==> src/rtl/pong_pkg.sv <==
// Shared definitions for the Pong game-flow controller: state codes, widths,
// default match parameters and a saturating score increment.
package pong_pkg;

  localparam int SCORE_W = 4;
  localparam int TIMER_W = 8;

  localparam int DEF_WIN_SCORE    = 9;
  localparam int DEF_SERVE_FRAMES = 120;
  localparam int DEF_POINT_FRAMES = 60;

  localparam logic [2:0] ST_IDLE_C  = 3'd0;
  localparam logic [2:0] ST_SERVE_C = 3'd1;
  localparam logic [2:0] ST_PLAY_C  = 3'd2;
  localparam logic [2:0] ST_PAUSE_C = 3'd3;
  localparam logic [2:0] ST_POINT_C = 3'd4;
  localparam logic [2:0] ST_OVER_C  = 3'd5;

  typedef enum logic [2:0] {
    ST_IDLE  = ST_IDLE_C,
    ST_SERVE = ST_SERVE_C,
    ST_PLAY  = ST_PLAY_C,
    ST_PAUSE = ST_PAUSE_C,
    ST_POINT = ST_POINT_C,
    ST_OVER  = ST_OVER_C
  } state_e;

  // Scores stop at the winning value instead of wrapping.
  function automatic logic [SCORE_W-1:0] sat_inc(input logic [SCORE_W-1:0] score,
                                                 input logic [SCORE_W-1:0] limit);
    return (score >= limit) ? score : score + 1'b1;
  endfunction

endpackage

==> src/rtl/pong_game_ctrl_if.sv <==
// Signal bundle between the game-flow controller (slave) and the
// motion/pixel datapath plus buttons (master).
interface pong_game_ctrl_if;
  import pong_pkg::*;

  logic               frame_tick;
  logic               start_btn;
  logic               pause_btn;
  logic               miss_left;
  logic               miss_right;
  logic               ball_en;
  logic               paddle_en;
  logic               ball_center;
  logic               serve_dir;
  logic [SCORE_W-1:0] left_score;
  logic [SCORE_W-1:0] right_score;
  logic               game_over;
  logic               winner;
  logic [2:0]         state;

  modport master (
    output frame_tick, start_btn, pause_btn, miss_left, miss_right,
    input  ball_en, paddle_en, ball_center, serve_dir,
    input  left_score, right_score, game_over, winner, state
  );

  modport slave (
    input  frame_tick, start_btn, pause_btn, miss_left, miss_right,
    output ball_en, paddle_en, ball_center, serve_dir,
    output left_score, right_score, game_over, winner, state
  );

endinterface

==> src/rtl/pong_btn_edge.sv <==
// Rising-edge detector for an already-synchronised button level; a held
// button yields a single one-cycle event.
module pong_btn_edge (
  input  logic clk,
  input  logic rst,
  input  logic btn_i,
  output logic rise_o
);

  logic prev_q;

  // NOTE: sequential state uses non-blocking assignments so every register
  // samples the pre-edge values, independent of statement order.
  always_ff @(posedge clk) begin
    if (rst) prev_q <= 1'b0;
    else     prev_q <= btn_i;
  end

  assign rise_o = btn_i & ~prev_q;

endmodule

==> src/rtl/pong_game_ctrl.sv <==
// Pong match sequencer: attract, serve countdown, play, pause, point freeze
// and game over, with score keeping and registered datapath controls.
module pong_game_ctrl
  import pong_pkg::*;
#(
  parameter int WIN_SCORE    = DEF_WIN_SCORE,
  parameter int SERVE_FRAMES = DEF_SERVE_FRAMES,
  parameter int POINT_FRAMES = DEF_POINT_FRAMES
) (
  input logic              clk,
  input logic              rst,
  pong_game_ctrl_if.slave  bus
);

  localparam logic [SCORE_W-1:0] WIN_S    = SCORE_W'(WIN_SCORE);
  localparam logic [TIMER_W-1:0] SERVE_T  = TIMER_W'(SERVE_FRAMES);
  localparam logic [TIMER_W-1:0] POINT_T  = TIMER_W'(POINT_FRAMES);
  localparam logic [TIMER_W-1:0] TIMER_ONE = TIMER_W'(1);

  state_e             state_q;
  logic [TIMER_W-1:0] timer_q;
  logic [SCORE_W-1:0] left_q, right_q;
  logic               dir_q, center_q, ball_en_q, paddle_en_q, over_q, winner_q;

  logic               start_rise, pause_rise;
  logic [SCORE_W-1:0] left_inc, right_inc;

  pong_btn_edge u_start_edge (.clk(clk), .rst(rst), .btn_i(bus.start_btn), .rise_o(start_rise));
  pong_btn_edge u_pause_edge (.clk(clk), .rst(rst), .btn_i(bus.pause_btn), .rise_o(pause_rise));

  assign left_inc  = sat_inc(left_q, WIN_S);
  assign right_inc = sat_inc(right_q, WIN_S);

  always_ff @(posedge clk) begin
    if (rst) begin
      state_q     <= ST_IDLE;
      timer_q     <= '0;
      left_q      <= '0;
      right_q     <= '0;
      dir_q       <= 1'b1;
      center_q    <= 1'b0;
      ball_en_q   <= 1'b0;
      paddle_en_q <= 1'b0;
      over_q      <= 1'b0;
      winner_q    <= 1'b0;
    end else begin
      center_q <= 1'b0;
      case (state_q)
        ST_IDLE, ST_OVER: begin
          if (start_rise) begin
            state_q     <= ST_SERVE;
            timer_q     <= SERVE_T;
            left_q      <= '0;
            right_q     <= '0;
            dir_q       <= 1'b1;
            center_q    <= 1'b1;
            ball_en_q   <= 1'b0;
            paddle_en_q <= 1'b1;
            over_q      <= 1'b0;
            winner_q    <= 1'b0;
          end
        end

        ST_SERVE: begin
          if (bus.frame_tick) begin
            if (timer_q == TIMER_ONE) begin
              state_q   <= ST_PLAY;
              ball_en_q <= 1'b1;
            end
            if (timer_q != '0) timer_q <= timer_q - 1'b1;
          end
        end

        // A miss outranks the other miss and any pause edge in the same cycle.
        ST_PLAY: begin
          if (bus.miss_left) begin
            right_q     <= right_inc;
            dir_q       <= 1'b0;
            ball_en_q   <= 1'b0;
            paddle_en_q <= 1'b0;
            if (right_inc == WIN_S) begin
              state_q  <= ST_OVER;
              over_q   <= 1'b1;
              winner_q <= 1'b1;
            end else begin
              state_q  <= ST_POINT;
              timer_q  <= POINT_T;
              center_q <= 1'b1;
            end
          end else if (bus.miss_right) begin
            left_q      <= left_inc;
            dir_q       <= 1'b1;
            ball_en_q   <= 1'b0;
            paddle_en_q <= 1'b0;
            if (left_inc == WIN_S) begin
              state_q  <= ST_OVER;
              over_q   <= 1'b1;
              winner_q <= 1'b0;
            end else begin
              state_q  <= ST_POINT;
              timer_q  <= POINT_T;
              center_q <= 1'b1;
            end
          end else if (pause_rise) begin
            state_q     <= ST_PAUSE;
            ball_en_q   <= 1'b0;
            paddle_en_q <= 1'b0;
          end
        end

        ST_PAUSE: begin
          if (pause_rise) begin
            state_q     <= ST_PLAY;
            ball_en_q   <= 1'b1;
            paddle_en_q <= 1'b1;
          end
        end

        ST_POINT: begin
          if (bus.frame_tick) begin
            if (timer_q == TIMER_ONE) begin
              state_q     <= ST_SERVE;
              timer_q     <= SERVE_T;
              paddle_en_q <= 1'b1;
            end else if (timer_q != '0) begin
              timer_q <= timer_q - 1'b1;
            end
          end
        end

        default: begin
          state_q     <= ST_IDLE;
          ball_en_q   <= 1'b0;
          paddle_en_q <= 1'b0;
          over_q      <= 1'b0;
        end
      endcase
    end
  end

  assign bus.state       = state_q;
  assign bus.ball_en     = ball_en_q;
  assign bus.paddle_en   = paddle_en_q;
  assign bus.ball_center = center_q;
  assign bus.serve_dir   = dir_q;
  assign bus.left_score  = left_q;
  assign bus.right_score = right_q;
  assign bus.game_over   = over_q;
  assign bus.winner      = winner_q;

endmodule
==> src/flat_wrapper.sv <==
// flat-port wrapper written by rule: the top's interface ports become plain ports
module pong_game_ctrl_flat import pong_pkg::*;
#(
  parameter int WIN_SCORE    = DEF_WIN_SCORE,
  parameter int SERVE_FRAMES = DEF_SERVE_FRAMES,
  parameter int POINT_FRAMES = DEF_POINT_FRAMES
)
  (clk, rst, bus_frame_tick, bus_start_btn, bus_pause_btn, bus_miss_left, bus_miss_right, bus_ball_en, bus_paddle_en, bus_ball_center, bus_serve_dir, bus_left_score, bus_right_score, bus_game_over, bus_winner, bus_state);
  pong_game_ctrl_if bus_i ();
  input logic clk;
  input logic rst;
  input wire logic [$bits(bus_i.frame_tick)-1:0] bus_frame_tick;
  input wire logic [$bits(bus_i.start_btn)-1:0] bus_start_btn;
  input wire logic [$bits(bus_i.pause_btn)-1:0] bus_pause_btn;
  input wire logic [$bits(bus_i.miss_left)-1:0] bus_miss_left;
  input wire logic [$bits(bus_i.miss_right)-1:0] bus_miss_right;
  output wire logic [$bits(bus_i.ball_en)-1:0] bus_ball_en;
  output wire logic [$bits(bus_i.paddle_en)-1:0] bus_paddle_en;
  output wire logic [$bits(bus_i.ball_center)-1:0] bus_ball_center;
  output wire logic [$bits(bus_i.serve_dir)-1:0] bus_serve_dir;
  output wire logic [$bits(bus_i.left_score)-1:0] bus_left_score;
  output wire logic [$bits(bus_i.right_score)-1:0] bus_right_score;
  output wire logic [$bits(bus_i.game_over)-1:0] bus_game_over;
  output wire logic [$bits(bus_i.winner)-1:0] bus_winner;
  output wire logic [$bits(bus_i.state)-1:0] bus_state;
  assign bus_i.frame_tick = bus_frame_tick;
  assign bus_i.start_btn = bus_start_btn;
  assign bus_i.pause_btn = bus_pause_btn;
  assign bus_i.miss_left = bus_miss_left;
  assign bus_i.miss_right = bus_miss_right;
  assign bus_ball_en = bus_i.ball_en;
  assign bus_paddle_en = bus_i.paddle_en;
  assign bus_ball_center = bus_i.ball_center;
  assign bus_serve_dir = bus_i.serve_dir;
  assign bus_left_score = bus_i.left_score;
  assign bus_right_score = bus_i.right_score;
  assign bus_game_over = bus_i.game_over;
  assign bus_winner = bus_i.winner;
  assign bus_state = bus_i.state;
  pong_game_ctrl #(.WIN_SCORE(WIN_SCORE), .SERVE_FRAMES(SERVE_FRAMES), .POINT_FRAMES(POINT_FRAMES)) u_core (.clk(clk), .rst(rst), .bus(bus_i));
endmodule
==> config.mk <==
export PLATFORM = sky130hd
export DESIGN_NAME = pong_game_ctrl_flat
export DESIGN_NICKNAME = d
export VERILOG_FILES = /design/src/rtl/pong_pkg.sv /design/src/rtl/pong_game_ctrl_if.sv /design/src/rtl/pong_btn_edge.sv /design/src/rtl/pong_game_ctrl.sv /design/src/flat_wrapper.sv
export SDC_FILE = /design/constraint.sdc
export NUM_CORES = 1
export LEC_CHECK = 0
export CAP_MARGIN = 25
export CORE_MARGIN = 2
export CORE_UTILIZATION = 53
export CTS_CLUSTER_SIZE = 12
export DETAILED_ROUTE_END_ITERATION = 8
export GPL_TIMING_DRIVEN = 0
export PLACE_DENSITY = 0.77
export SYNTH_ARGS = -nofsm -noshare
export SYNTH_HDL_FRONTEND = slang
export SYNTH_SLANG_ARGS = --single-unit
==> constraint.sdc <==
create_clock -name clk -period 5.47 [get_ports clk]
set_clock_uncertainty 0.2 [all_clocks]
set_input_delay 0.547 -clock clk [delete_from_list [all_inputs] [get_ports clk]]
set_output_delay 0.547 -clock clk [all_outputs]
set_load 0.02 [all_outputs]
After elaboration in Yosys (flattened, before gate mapping)
Index checks and enable logic that the tools add are counted.
Storage, ports and cells
  output and inout bits: 17
  register bits after elaboration: 27
  bits of input ports: 7
  word-level logic and storage cells: 120
Operators by class
  eq/ne operators: 23
  add/subtract/negate cells: 3
  bitwise logic cells: 7
  $lt $le $gt $ge: 2
  muxes and demuxes: 58
  reduce and logical (&&, ||, !) cells: 15
Operators with widths (count)
  2-to-1 mux 8 bit: 9
  one-hot mux 8 bit (4 select lines): 1
  2-to-1 mux 3 bit: 9
  2-to-1 mux 1 bit: 24
  2-to-1 mux 4 bit: 6
  one-hot mux 4 bit (2 select lines): 2
  one-hot mux 3 bit (5 select lines): 1
  AND reduction 7 bit: 2
  AND reduction 6 bit: 2
  inequality test 2 bit (second input constant): 5
  one-hot mux 1 bit (5 select lines): 2
  AND reduction 5 bit: 2
  inequality test 3 bit (second input constant): 3
  adder 4 x 1 -> 4 bit (second input constant): 2
  equality test 4 bit (second input constant): 2
  equality test 8 x 1 -> 1 bit (second input constant): 1
  >= comparator 4 bit (second input constant): 2
  inequality test 2 x 1 -> 1 bit (second input constant): 4
  nonzero test 8 bit: 1
  subtractor 8 x 1 -> 8 bit (second input constant): 1
  equality test 3 x 2 -> 1 bit (second input constant): 2
  equality test 3 bit (second input constant): 2
  inequality test 3 x 2 -> 1 bit (second input constant): 2
  one-hot mux 1 bit (2 select lines): 3
  12 further kinds: 18

Longest topological paths before layout
  depth in word-level cells: 7
  depth in mapped cells: 7
  mapped depth without buffers: 7

Hierarchy
A second synthesis with hierarchy kept.
Unflattened totals
  cell total of the unflattened synthesis: 231
  area total of the unflattened synthesis: 1818.0 um^2
By module, submodules not included
  pong_game_ctrl: cells an instance 225, times used 1, area each 1722.9 um^2, sequential area each 500.5 um^2
  pong_btn_edge: cells an instance 3, times used 2, area each 47.5 um^2, sequential area each 20.0 um^2

Least setup slack after synthesis
No wires, ideal clock.
  path kind: reg2reg
  start: reg u_core.left_q[1] (netlist: u_core.bus.left_score[1])
  end: reg u_core.timer_q[7]
  stages on the path, launching flop included: 8
  path slack: 3.059 ns
  buffers on the path: 0
  data arrival time: 2.094 ns
  setup time: 0.117 ns
  clock period less this slack: 2.411 ns
  required time: 5.153 ns
  cells stage by stage: dfxtp_1 inv_1 ha_1 or3b_1 mux2i_1 o22ai_2 or2_4 a32o_2
Between the ends
  cells in the longest elaborated chain, start to end: 5
  elaborated cells between the ends (all ways): 6
  classes of those cells: 1 x add/sub; 1 x order compare; 2 x eq/ne; 1 x mux; 1 x reduce/logical
Ends and longest elaborated chain
  start, declared: line pong_game_ctrl.sv:22  | logic [SCORE_W-1:0] left_q, right_q;
  start signal, assigned: line pong_game_ctrl.sv:91  | left_q <= left_inc;
  adder 4 x 1 -> 4 bit / >= comparator 4 bit (equally long branches): line pong_pkg.sv:31  | return (score >= limit) ? score : score + 1'b1;
  2-to-1 mux 4 bit *: line pong_pkg.sv:31
  equality test 4 bit *: line pong_game_ctrl.sv:95  | if (left_inc == WIN_S) begin
  inequality test 3 bit (no source line) *
  AND reduction 7 bit (no source line) *
  end signal, assigned: line pong_game_ctrl.sv:70  | if (timer_q != '0) timer_q <= timer_q - 1'b1;
  end signal, assigned: line pong_game_ctrl.sv:126  | timer_q <= timer_q - 1'b1;
  end, declared: line pong_game_ctrl.sv:21  | logic [TIMER_W-1:0] timer_q;
Every way passes the cells marked *; elsewhere a longest branch is shown, timed or not.
A chain may end at the register's enable or synchronous reset.

Worst setup path after layout
Same ends and word-level chain as after synthesis.

==> flow_summary_export.csv <==
group,metric,value,unit
floorplan,start_util,55.1,%
floorplan,core_area,0.00334,sq mm
sta,setup_tns,0,ns
setup_path,path_class,"register to register",
floorplan,die_h,62.9,um
clocking,numCtsBuffers,3,
global_routing,grt-ovfl-total,0,
clocking,clk_pin_slew,0.16,ns
detailed_routing,final_antenna_net_count,0,
setup_path,end_kind,"register",
placed_design,dp_slack,2.78,ns
sta,fin_crit,2.52,ns
detailed_routing,wl,4530,um
logic_synthesis,yosysTopAreaCell,"dfxtp_1",
setup_path,crit_arrival,2.58,ns
clocking,insertion_delay,0.35,ns
logic_synthesis,async_flop_share,0,%
floorplan,die_w,62.9,um
logic_synthesis,syn_area_per_cell,8.21,sq um
logic_synthesis,synth_cell_types,65,
clocking,cts_tree,"done",
logic_synthesis,synth_edf_count,0,
hold_path,min_path_type,"register to register",
detailed_routing,drc,0,
logic_synthesis,synth_top_family_by_area,"compound AO/OA/AOI/OAI gates",
floorplan,die_area,0.00396,sq mm
clocking,ctsLongestPathBuffers,2,
placed_design,gp_congestion,0.883,
logic_synthesis,synth_most_common_cell,"dfxtp_1",
detailed_routing,drtIter0Drc,137,
layout,antennaDiodeCount,0,
sta,final_hold_viol_count,0,
sta,hold-worst-slack,0.292,ns
logic_synthesis,synth_ff_type,"dfxtp_1",
detailed_routing,vias_per_cell,6.21,
power_and_ir_drop,finalPower,823,uW
logic_synthesis,yosys.area_share.simple,26.0,%
logic_synthesis,synth.area.mux_share,2.18,%
clocking,postCtsResizedCells,0,
power_and_ir_drop,power.density,386,mW/mm^2
setup_path,crit_path_max_fanout,6,
logic_synthesis,synth-compound-area-share,29.0,%
detailed_routing,via_count,1833,
layout,syn_to_final_growth,16.1,%
clocking,clockRootBuffer,"clkbuf_4",
power_and_ir_drop,p_leak,0.000783,uW
clocking,htree_levels,1,
global_routing,antenna_found_initial,0,
floorplan,rows,21,
clocking,hold_buffers,0,
sta,worstMarginPinSlew,0.741,ns
sta,fin_crit_sh,46.0,%
logic_synthesis,syn-cell-area,0.00184,sq mm
detailed_routing,wl_per_cell,15.4,um
setup_path,cp_data_required_time,5.54,ns
detailed_routing,dr.pass1.iters,5,
logic_synthesis,ys_seq_area_share,29.4,%
logic_synthesis,synth_common_cells,"dfxtp_1 (27), nor2_1 (19), inv_1 (16)",
setup_path,critPathLaunchType,"register",
global_routing,grt_max_degree,16,
global_routing,first_global_vias,1641,
status,status,"finished clean",
layout,drive_above_1_share,8.03,%
run,max_cap_viol_count,0,
logic_synthesis,netlist.area_leader.share,29.4,%
floorplan,pin_count,24,
sta,finalWorstSetupSlack,2.95,ns
placed_design,dp_hpwl,3340,um
logic_synthesis,synth_nets,240,
logic_synthesis,yosysWarnings,0,
sta,slew_headroom,50.2,%
logic_synthesis,synthCells,224,
layout,nets,266,
clocking,post_cts_buffers,0,
global_routing,grt_use_total,24.1,%
sta,rsz0062_at_grt,"false",
sta,final_max_slew_viol_count,0,
power_and_ir_drop,ir_drop,0.262,mV
clocking,tritoncts_num_sinks,27,
logic_synthesis,synth-seq-cells,27,
logic_synthesis,synth_adder_area_share,6.12,%
placed_design,portBuffers,21,
logic_synthesis,synth-xor-area-share,0.952,%
logic_synthesis,synth_area_leaders,"dfxtp_1 (29%), ha_1 (6.1%), nor2_1 (3.9%)",
global_routing,grt_pass1_wl,7660,um
placed_design,place_area,0.00211,sq mm
layout,fin_area,0.00213,sq mm
sta,finalSetupViolCount,0,
sta,fmax,0.397,GHz
[final timing paths]
kind / startpoint / to / slack, ns / cells past startpoint
setup reg to reg: u_core.bus.left_score[1]$_SDFFE_PP0P_ / u_core.timer_q[7]$_SDFFE_PP0P_ / 2.95 / 7
setup / recovery: u_core.bus.left_score[1]$_SDFFE_PP0P_ / u_core.timer_q[7]$_SDFFE_PP0P_ / 2.95 / 7
hold reg to reg: u_core.bus.serve_dir$_SDFFE_PP1P_ / u_core.bus.serve_dir$_SDFFE_PP1P_ / 0.29 / 2
hold / removal: u_core.bus.serve_dir$_SDFFE_PP1P_ / u_core.bus.serve_dir$_SDFFE_PP1P_ / 0.29 / 2
[cell families (layout without fill, tap and decap cells)]
group	count (synthesis)	count (layout)
AOI/OAI and AO/OA	72	72
xor gates and xnor gates	2	2
adders and majority gates	9	9
buffers and inverters	26	51
DFF	27	27
muxes	4	4
and+or+nand+nor	84	84
[placed cells by master, fill, tap and decap left out, types with 3 or more instances in the layout]
master | Yosys | final
dfxtp_1 | 27 | 27
nor3b_1 | 5 | 5
nand2b_1 | 4 | 4
nand3_1 | 4 | 4
clkbuf_1 | 6 | 6
ha_1 | 9 | 9
inv_1 | 16 | 16
nor4_1 | 3 | 3
and2_1 | 3 | 3
clkdlybuf4s50_1 | 0 | 21
clkbuf_4 | 0 | 3
o311ai_0 | 3 | 3
nor2b_1 | 8 | 8
a21oi_1 | 10 | 10
o21ai_0 | 14 | 14
nand4_1 | 3 | 3
mux2i_1 | 4 | 4
nor3_1 | 6 | 6
o22ai_1 | 5 | 5
nand3b_1 | 3 | 3
nand2_1 | 14 | 14
a31oi_1 | 4 | 4
nor2_1 | 19 | 19
[registers in the layout, summed over array words and instances, names as in the netlist]
name                        cells
u_core.bus.right_score          4
u_core.bus.game_over            1
u_core.bus.paddle_en            1
u_core.bus.winner               1
u_core.u_pause_edge.prev_q      1
u_core.bus.left_score           4
u_core.bus.ball_center          1
u_core.u_start_edge.prev_q      1
u_core.bus.ball_en              1
u_core.bus.state                3
u_core.timer_q                  8
u_core.bus.serve_dir            1
[routing by layer]
layer  GRT usage [%]  vias to the layer above  wire (um)
met5               0                        -          0
met4            9.17                        0         65
met3            2.70                        7        278
met2            40.2                       78       2100
met1            31.7                      854       2090
li1                -                      894          -
[critical path: stages (launching register included)]
cell and delay [ns]:
dfxtp_1 0.44, inv_1 0.09, ha_1 0.20, or3b_1 0.40, mux2i_1 0.33, o22ai_2 0.22, or2_4 0.30, a32o_2 0.27
[stage by stage]
stage	cells	util (%)
final	295	64.0
after global routing	295	64.0
after CTS	295	64.0
after detailed placement	291	63.1
after global placement	291	63.1
after floorplan	224	-
[power breakdown]
part / switching [uW] / internal (uW) / total, uW
sequential: 43.6 / 237 / 281
combinational: 265 / 182 / 448
clock: 66.9 / 27.7 / 94.6
total: 376 / 447 / 823
[final cells by class]
type                       count  area (sq um)
clock inverter                 1          5.00
timing repair buffer          21           210
buffer                        10          57.6
multi-input combinational    171          1180
clock buffer                   3          22.5
fill                         314          1200
inverter                      16          60.1
tap                           46          57.6
sequential                    27           541
(Power assumes the default switching activity.)
